`src/rtl/vga_digit_renderer.sv`:
```
// Draws NUM_DIGITS hex digits as 7-segment glyphs behind the VGA timing generator.
// Optional build macro VGA_DIGIT_BLINK_EN adds a 2-bit per-slot attribute with frame-rate blink.
module vga_digit_renderer #(
   parameter int          NUM_DIGITS = 8,
   parameter int          X0         = 64,
   parameter int          Y0         = 208,
   parameter int          PITCH      = 64,
   parameter int          DIGIT_W    = 40,
   parameter int          DIGIT_H    = 64,
   parameter int          SEG_T      = 6,
   parameter logic [23:0] FG_RGB     = 24'h00FF00,
   parameter logic [23:0] BG_RGB     = 24'h000000
) (
   input  logic       CLOCK_50,
   input  logic       reset,
   input  logic [8:0] row,
   input  logic [9:0] col,
   input  logic       blank,
   input  logic       HS,
   input  logic       VS,
   input  logic       wr_valid,
   output logic       wr_ready,
   input  logic [2:0] wr_idx,
   input  logic [3:0] wr_digit,
`ifdef VGA_DIGIT_BLINK_EN
   input  logic [1:0] wr_vis,
`else
   input  logic       wr_vis,
`endif
   output logic       dirty,
   output logic [7:0] VGA_R,
   output logic [7:0] VGA_G,
   output logic [7:0] VGA_B,
   output logic       HS_out,
   output logic       VS_out,
   output logic       blank_out
);

`ifdef VGA_DIGIT_BLINK_EN
   localparam int VIS_W = 2;
`else
   localparam int VIS_W = 1;
`endif
   localparam int SLOT_W = VIS_W + 4;
   localparam int SHIFT  = $clog2(PITCH);

   localparam logic [10:0] X_LO  = 11'(X0);
   localparam logic [10:0] X_HI  = 11'(X0 + NUM_DIGITS * PITCH);
   localparam logic [10:0] Y_LO  = 11'(Y0);
   localparam logic [10:0] Y_HI  = 11'(Y0 + DIGIT_H);
   localparam logic [10:0] XMASK = 11'(PITCH - 1);
   localparam logic [10:0] W_LIM = 11'(DIGIT_W);
   localparam logic [10:0] T_LIM = 11'(SEG_T);
   localparam logic [10:0] W_T   = 11'(DIGIT_W - SEG_T);
   localparam logic [10:0] H_T   = 11'(DIGIT_H - SEG_T);
   localparam logic [10:0] H_MID = 11'(DIGIT_H / 2);
   localparam logic [10:0] G_LO  = 11'(DIGIT_H / 2 - SEG_T / 2);
   localparam logic [10:0] G_HI  = 11'(DIGIT_H / 2 + SEG_T / 2);

   // Segment mask, bit 0 = a ... bit 6 = g.
   function automatic logic [6:0] seg_mask(input logic [3:0] d);
      logic [6:0] m;
      case (d)
         4'h0:    m = 7'b0111111;
         4'h1:    m = 7'b0000110;
         4'h2:    m = 7'b1011011;
         4'h3:    m = 7'b1001111;
         4'h4:    m = 7'b1100110;
         4'h5:    m = 7'b1101101;
         4'h6:    m = 7'b1111101;
         4'h7:    m = 7'b0000111;
         4'h8:    m = 7'b1111111;
         4'h9:    m = 7'b1101111;
         4'hA:    m = 7'b1110111;
         4'hB:    m = 7'b1111100;
         4'hC:    m = 7'b0111001;
         4'hD:    m = 7'b1011110;
         4'hE:    m = 7'b1111001;
         4'hF:    m = 7'b1110001;
         default: m = 7'b0000000;
      endcase
      return m;
   endfunction

   logic [SLOT_W-1:0] shadow_r  [NUM_DIGITS];
   logic [SLOT_W-1:0] display_r [NUM_DIGITS];
   logic              vs_prev_r;
   logic              commit_s;
   logic              idx_ok_s;
   logic              wr_fire_s;

   assign commit_s  = vs_prev_r & ~VS;
   assign wr_ready  = ~commit_s;
   assign idx_ok_s  = ({1'b0, wr_idx} < 4'(NUM_DIGITS));
   assign wr_fire_s = wr_valid & wr_ready;

   // Shadow writes, once-per-frame commit to display, dirty tracking.
   always_ff @(posedge CLOCK_50) begin
      if (reset) begin
         for (int i = 0; i < NUM_DIGITS; i++) begin
            shadow_r[i]  <= '0;
            display_r[i] <= '0;
         end
         vs_prev_r <= 1'b1;
         dirty     <= 1'b0;
      end else begin
         vs_prev_r <= VS;
         if (commit_s) begin
            display_r <= shadow_r;
            dirty     <= 1'b0;
         end else if (wr_fire_s && idx_ok_s) begin
            for (int i = 0; i < NUM_DIGITS; i++) begin
               if (wr_idx == 3'(i)) begin
                  shadow_r[i] <= {wr_vis, wr_digit};
               end
            end
            dirty <= 1'b1;
         end
      end
   end

`ifdef VGA_DIGIT_BLINK_EN
   logic [5:0] frame_cnt_r;

   // Frame counter paces blink: bit 5 gives 32 frames on, 32 off.
   always_ff @(posedge CLOCK_50) begin
      if (reset) begin
         frame_cnt_r <= 6'd0;
      end else if (commit_s) begin
         frame_cnt_r <= frame_cnt_r + 6'd1;
      end
   end
`endif

   // Stage 1: glyph-local coordinates, widened to 11 bits so nothing wraps.
   logic [10:0] col_w_s, row_w_s, dx_s, dy_s, xi_s, slot_s;
   logic        in_box_s;

   assign col_w_s  = {1'b0, col};
   assign row_w_s  = {2'b00, row};
   assign dx_s     = col_w_s - X_LO;
   assign dy_s     = row_w_s - Y_LO;
   assign xi_s     = dx_s & XMASK;
   assign slot_s   = dx_s >> SHIFT;
   assign in_box_s = (col_w_s >= X_LO) && (col_w_s < X_HI) && (xi_s < W_LIM) &&
                     (row_w_s >= Y_LO) && (row_w_s < Y_HI);

   logic [10:0] slot_r, xi_r, yi_r;
   logic        in_box_r, blank_d1_r, hs_d1_r, vs_d1_r;

   // Stage 1 register.
   always_ff @(posedge CLOCK_50) begin
      if (reset) begin
         slot_r     <= 11'd0;
         xi_r       <= 11'd0;
         yi_r       <= 11'd0;
         in_box_r   <= 1'b0;
         blank_d1_r <= 1'b1;
         hs_d1_r    <= 1'b1;
         vs_d1_r    <= 1'b1;
      end else begin
         slot_r     <= slot_s;
         xi_r       <= xi_s;
         yi_r       <= dy_s;
         in_box_r   <= in_box_s;
         blank_d1_r <= blank;
         hs_d1_r    <= HS;
         vs_d1_r    <= VS;
      end
   end

   logic [SLOT_W-1:0] sel_s;
   logic [6:0]        region_s;
   logic              vis_s;
   logic              lit_s;
   logic [23:0]       rgb_next_s;

   // Stage 2: slot lookup, segment regions and colour select.
   always_comb begin
      sel_s = '0;
      for (int i = 0; i < NUM_DIGITS; i++) begin
         sel_s = (slot_r == 11'(i)) ? display_r[i] : sel_s;
      end
`ifdef VGA_DIGIT_BLINK_EN
      vis_s = (sel_s[5:4] == 2'b01) || (sel_s[5] && !frame_cnt_r[5]);
`else
      vis_s = sel_s[4];
`endif
      region_s[0] = (yi_r < T_LIM);
      region_s[1] = (xi_r >= W_T) && (yi_r < H_MID);
      region_s[2] = (xi_r >= W_T) && (yi_r >= H_MID);
      region_s[3] = (yi_r >= H_T);
      region_s[4] = (xi_r < T_LIM) && (yi_r >= H_MID);
      region_s[5] = (xi_r < T_LIM) && (yi_r < H_MID);
      region_s[6] = (yi_r >= G_LO) && (yi_r < G_HI);
      lit_s = in_box_r && vis_s && (|(region_s & seg_mask(sel_s[3:0])));
      if (blank_d1_r) begin
         rgb_next_s = 24'h000000;
      end else if (lit_s) begin
         rgb_next_s = FG_RGB;
      end else begin
         rgb_next_s = BG_RGB;
      end
   end

   logic [23:0] rgb_r;

   // Stage 2 register drives every output so colour and syncs stay aligned.
   always_ff @(posedge CLOCK_50) begin
      if (reset) begin
         rgb_r     <= 24'h000000;
         HS_out    <= 1'b1;
         VS_out    <= 1'b1;
         blank_out <= 1'b1;
      end else begin
         rgb_r     <= rgb_next_s;
         HS_out    <= hs_d1_r;
         VS_out    <= vs_d1_r;
         blank_out <= blank_d1_r;
      end
   end

   assign VGA_R = rgb_r[23:16];
   assign VGA_G = rgb_r[15:8];
   assign VGA_B = rgb_r[7:0];

endmodule

```
`config.mk`:
```
export PLATFORM = sky130hd
export DESIGN_NAME = vga_digit_renderer
export DESIGN_NICKNAME = d
export VERILOG_FILES = /design/src/rtl/vga_digit_renderer.sv
export SDC_FILE = /design/constraint.sdc
export NUM_CORES = 1
export LEC_CHECK = 0
export CAP_MARGIN = 30
export CORE_MARGIN = 2
export CORE_UTILIZATION = 60
export CTS_CLUSTER_SIZE = 8
export DETAILED_ROUTE_END_ITERATION = 10
export DONT_BUFFER_PORTS = 1
export PLACE_DENSITY = 0.73
export SYNTH_ARGS = -nofsm -noshare
export SYNTH_HDL_FRONTEND = slang
export SYNTH_SLANG_ARGS = --single-unit
```
`constraint.sdc`:
```
create_clock -name CLOCK_50 -period 7.3 [get_ports CLOCK_50]
set_clock_uncertainty 0.15 [all_clocks]
set_input_delay 1.46 -clock CLOCK_50 [delete_from_list [all_inputs] [get_ports CLOCK_50]]
set_output_delay 1.46 -clock CLOCK_50 [all_outputs]
set_load 0.1 [all_outputs]
```
==> results.txt <==
----------------------------------------------------
[Status]
  Result of the run ... finished clean

[Critical path]
  Worst setup slack for register-to-register paths ... between 3 and 4 ns
  Start of the worst register-to-register path ... slot_r[1]$_SDFF_PP0_
  Worst Setup Start Kind ... input pin
  Top fanout value on the critical path ... 45
  Kind of capture point of the worst setup path ... output pin
  Worst flop-to-flop path endpoint ... rgb_r[14]$_SDFF_PP0_
  Endpoint required time on the critical path ... 5.69 ns
  Worst-case reg-to-reg path depth ... 8
  Arrival time reported for the critical path endpoint ... 2.70 ns
  Critical setup path kind ... in -> out

[Die]
  Floorplan row count ... 32
  Die X ... 92.9 um
  Starting Density ... roughly three fifths
  Die H ... about 93 um
  Die outline area ... 8630 um^2
  Core region area ... between 7000 and 8000 um^2
  Ports ... 62

[Global route]
  Global route total overflow ... 0
  Overall track demand over capacity in global routing ... roughly 22%
  Antenna violations before repair ... 0
  Global-route wire length before repair ... between 15 and 20 mm
  Maximum number of pins on one net before global-route repair ... 109
  Via count of the first global-routing pass ... 3149

[Logic synthesis]
  Number of storage elements in the synthesis netlist ... 109
  Number of cells produced by synthesis ... 534
  Area share of the largest cell type after synthesis ... a little under half
  Most instantiated cells after synthesis ... sky130_fd_sc_hd__dfxtp_1 (109), sky130_fd_sc_hd__nand2_1 (102), sky130_fd_sc_hd__nor2_1 (53), sky130_fd_sc_hd__a21oi_1 (52), sky130_fd_sc_hd__mux2i_1 (38)
  Register area share after synthesis ... 46.0%
  Cell area after synthesis ... 4740 um^2
  Main flop type after synthesis ... sky130_fd_sc_hd__dfxtp_1
  Leading post-synthesis cells by cell area ... sky130_fd_sc_hd__dfxtp_1 (46%), sky130_fd_sc_hd__nand2_1 (8.1%), sky130_fd_sc_hd__mux2i_1 (8.0%), sky130_fd_sc_hd__a21oi_1 (5.5%), sky130_fd_sc_hd__nor2_1 (4.2%)
  YS warnings ... 0
  Async S/R FF share, synth ... 0%
  Unique cell type count in the Yosys netlist ... 53
  Leading area contributor after synthesis ... sky130_fd_sc_hd__dfxtp_1
  Number of flops mapped to enable cells by yosys ... 0
  Most instantiated library cell after synthesis ... sky130_fd_sc_hd__dfxtp_1
  Syn avg cell area ... 8.88 um^2

[Timing]
  RSZ-0062 raised after global routing ... no
  Post-Route Hold Slack ... 0.278 ns
  Count of endpoints failing setup in the final report ... 0
  Hold violation total from the final report ... 0
  Worst slew margin ... a little under a third
  Setup WS post-layout ... 2.99 ns
  Period utilisation layout ... 59.1%
  Highest attainable clock frequency ... about 230 MHz
  Max-slew violations ... 0
  Transition at the pin with the smallest max-transition slack ... 1.03 ns
  Minimum clock period after layout ... 4.31 ns
  Aggregate negative setup slack ... 0 ns

[Cells and area]
  Fraction of layout instances using a drive strength above 1 ... 8.24%
  NumNets Final ... 549
  Post-synthesis to final-layout area growth ... 2.08%
  Antenna diode count ... 0
  Final Util ... between 60 and 70%

[Clock network]
  CTS clock-pin slew for the worst setup and hold paths ... around 0.10 ns
  Number of buffers inserted to repair setup after CTS ... 0
  Number of buffers on the longest clock path ... 2
  Number of levels in the clock H-tree ... 3
  CTS tree ... built
  Root Driver ... sky130_fd_sc_hd__clkbuf_8
  Quantity of gates resized following cts ... 0
  Clock latency at the later pin of the worst-skew pair ... 0.37 ns
  CTS Buf Count ... 9
  CTS sink cnt ... 109
  CTS Hold Buffers Added ... 0

[Detailed routing]
  Wire length after detailed routing ... 9.31 mm
  DRT antenna net count ... 0
  Per-cell routed wire length ... around 15 um
  Number of design-rule violations left by the first detailed-router iteration ... roughly 210
  Detailed-route vias per instance ... 5.54
  DRC violations left ... 0
  Number of vias in the routed layout ... roughly 3400
  Number of optimization iterations in the first detailed-route pass ... 4

[Placement]
  Post-Place Worst Slack ... 2.99 ns
  RD Place Congestion ... 0.818
  Count of input and output buffers ... 0
  Half-perimeter wire length after detailed placement ... 6.17 mm

[Min path]
  Path type of the worst min-delay path ... reg -> reg
  Min-delay src ... hs_d1_r$_SDFF_PP1_
  Endpoint with the worst hold slack ... HS_out$_SDFF_PP1_
  Cell count of the worst hold path ... 1

[Power and ir drop]
  Sum of internal, switching and leakage power ... 1070 uW
  Power per cell area ... 221 nW/um^2
  Static Leak ... approximately 0.0018 uW
  Max IR drop VDD ... 0.000110 V

[Flow run]
  Reported max-cap violation count ... 0

----------------------------------------------------
[through the flow]
step,instance area [um^2],std cells
floorplan,4800,549
global placement,4660,597
detailed placement,4660,597
CTS,4840,612
global route,4840,612
finish,4840,612
[worst max-delay path, cell delays in order]
cell                      delay (ns)
sky130_fd_sc_hd__nor2b_2        0.08
sky130_fd_sc_hd__buf_4          0.41
sky130_fd_sc_hd__inv_2          0.37
sky130_fd_sc_hd__buf_4          0.36
[routing by layer]
| metal | track usage (%) | vias to the layer above | wire length, um |
|---|---|---|---|
| li1 | - | 1714 | - |
| met5 | 0 | - | 0 |
| met2 | 37.4 | 88 | 4420 |
| met1 | 28.7 | 1581 | 4260 |
| met4 | 8.21 | 0 | 113 |
| met3 | 4.72 | 9 | 508 |
[layout make-up]
class,count,area (um^2)
Multi-Input combinational cell,372,2260
Inverter,11,41.3
Fill cell,683,2850
Clock buffer,10,138
Clock inverter,5,45.0
Tap cell,102,128
Timing Repair Buffer,3,42.5
Sequential cell,109,2190
[power breakdown]
group	switching [uW]	leakage, uW	internal, uW
clock	207	0.0000909	137
combinational	72.8	0.000834	26.4
sequential	19.7	0.000887	607
[cell usage in the layout (no fill, tap or decap), types with 3 or more instances in the layout]
cell / n
sky130_fd_sc_hd__xor2_1: 3
sky130_fd_sc_hd__conb_1: 16
sky130_fd_sc_hd__nor2b_1: 10
sky130_fd_sc_hd__ha_1: 10
sky130_fd_sc_hd__nor4_1: 5
sky130_fd_sc_hd__clkbuf_8: 10
sky130_fd_sc_hd__dfxtp_1: 108
sky130_fd_sc_hd__a21oi_1: 52
sky130_fd_sc_hd__o31ai_1: 3
sky130_fd_sc_hd__mux2i_1: 38
sky130_fd_sc_hd__or3_1: 3
sky130_fd_sc_hd__mux2_1: 3
sky130_fd_sc_hd__nand3b_1: 3
sky130_fd_sc_hd__nand3_1: 10
sky130_fd_sc_hd__nand2b_1: 4
sky130_fd_sc_hd__o2111ai_1: 3
sky130_fd_sc_hd__nand2_1: 102
sky130_fd_sc_hd__or2_2: 7
sky130_fd_sc_hd__inv_1: 10
sky130_fd_sc_hd__nor2_1: 53
sky130_fd_sc_hd__o21ai_0: 6
sky130_fd_sc_hd__mux4_2: 7
[sequential cells by signal, indices dropped and copies added, names as in the netlist]
name,count
hs_d1_r,1
yi_r,10
xi_r,5
blank_d1_r,1
blank_out,1
display_r,40
rgb_r,1
shadow_r,40
vs_d1_r,1
dirty,1
HS_out,1
VS_out,1
in_box_r,1
slot_r,5
[worst max-delay path by stage]
stage | from | endpoint | slack, ns | cells past startpoint
after floorplan | VS | wr_ready | 2.88 | 4
after global placement | VS | wr_ready | 2.99 | 4
after detailed placement | VS | wr_ready | 2.99 | 4
after CTS | VS | wr_ready | 2.98 | 4
after global routing | VS | wr_ready | 2.88 | 4
final | VS | wr_ready | 2.99 | 4
[logic make-up (layout without fill, tap and decap cells)]
family / Yosys count / count (layout) / share of synthesized area [%]
mux: 49 / 49 / 12.3
buf+inv: 68 / 29 / 7.55
xor+xnor: 5 / 5 / 0.924
flops: 109 / 109 / 46.0
fa+ha+maj: 10 / 10 / 2.64
simple gates: 209 / 209 / 19.6
compound gates: 83 / 83 / 10.9
other cells: 1 / 16 / 0.0791
No activity file was read; power rests on OpenSTA's default activity.
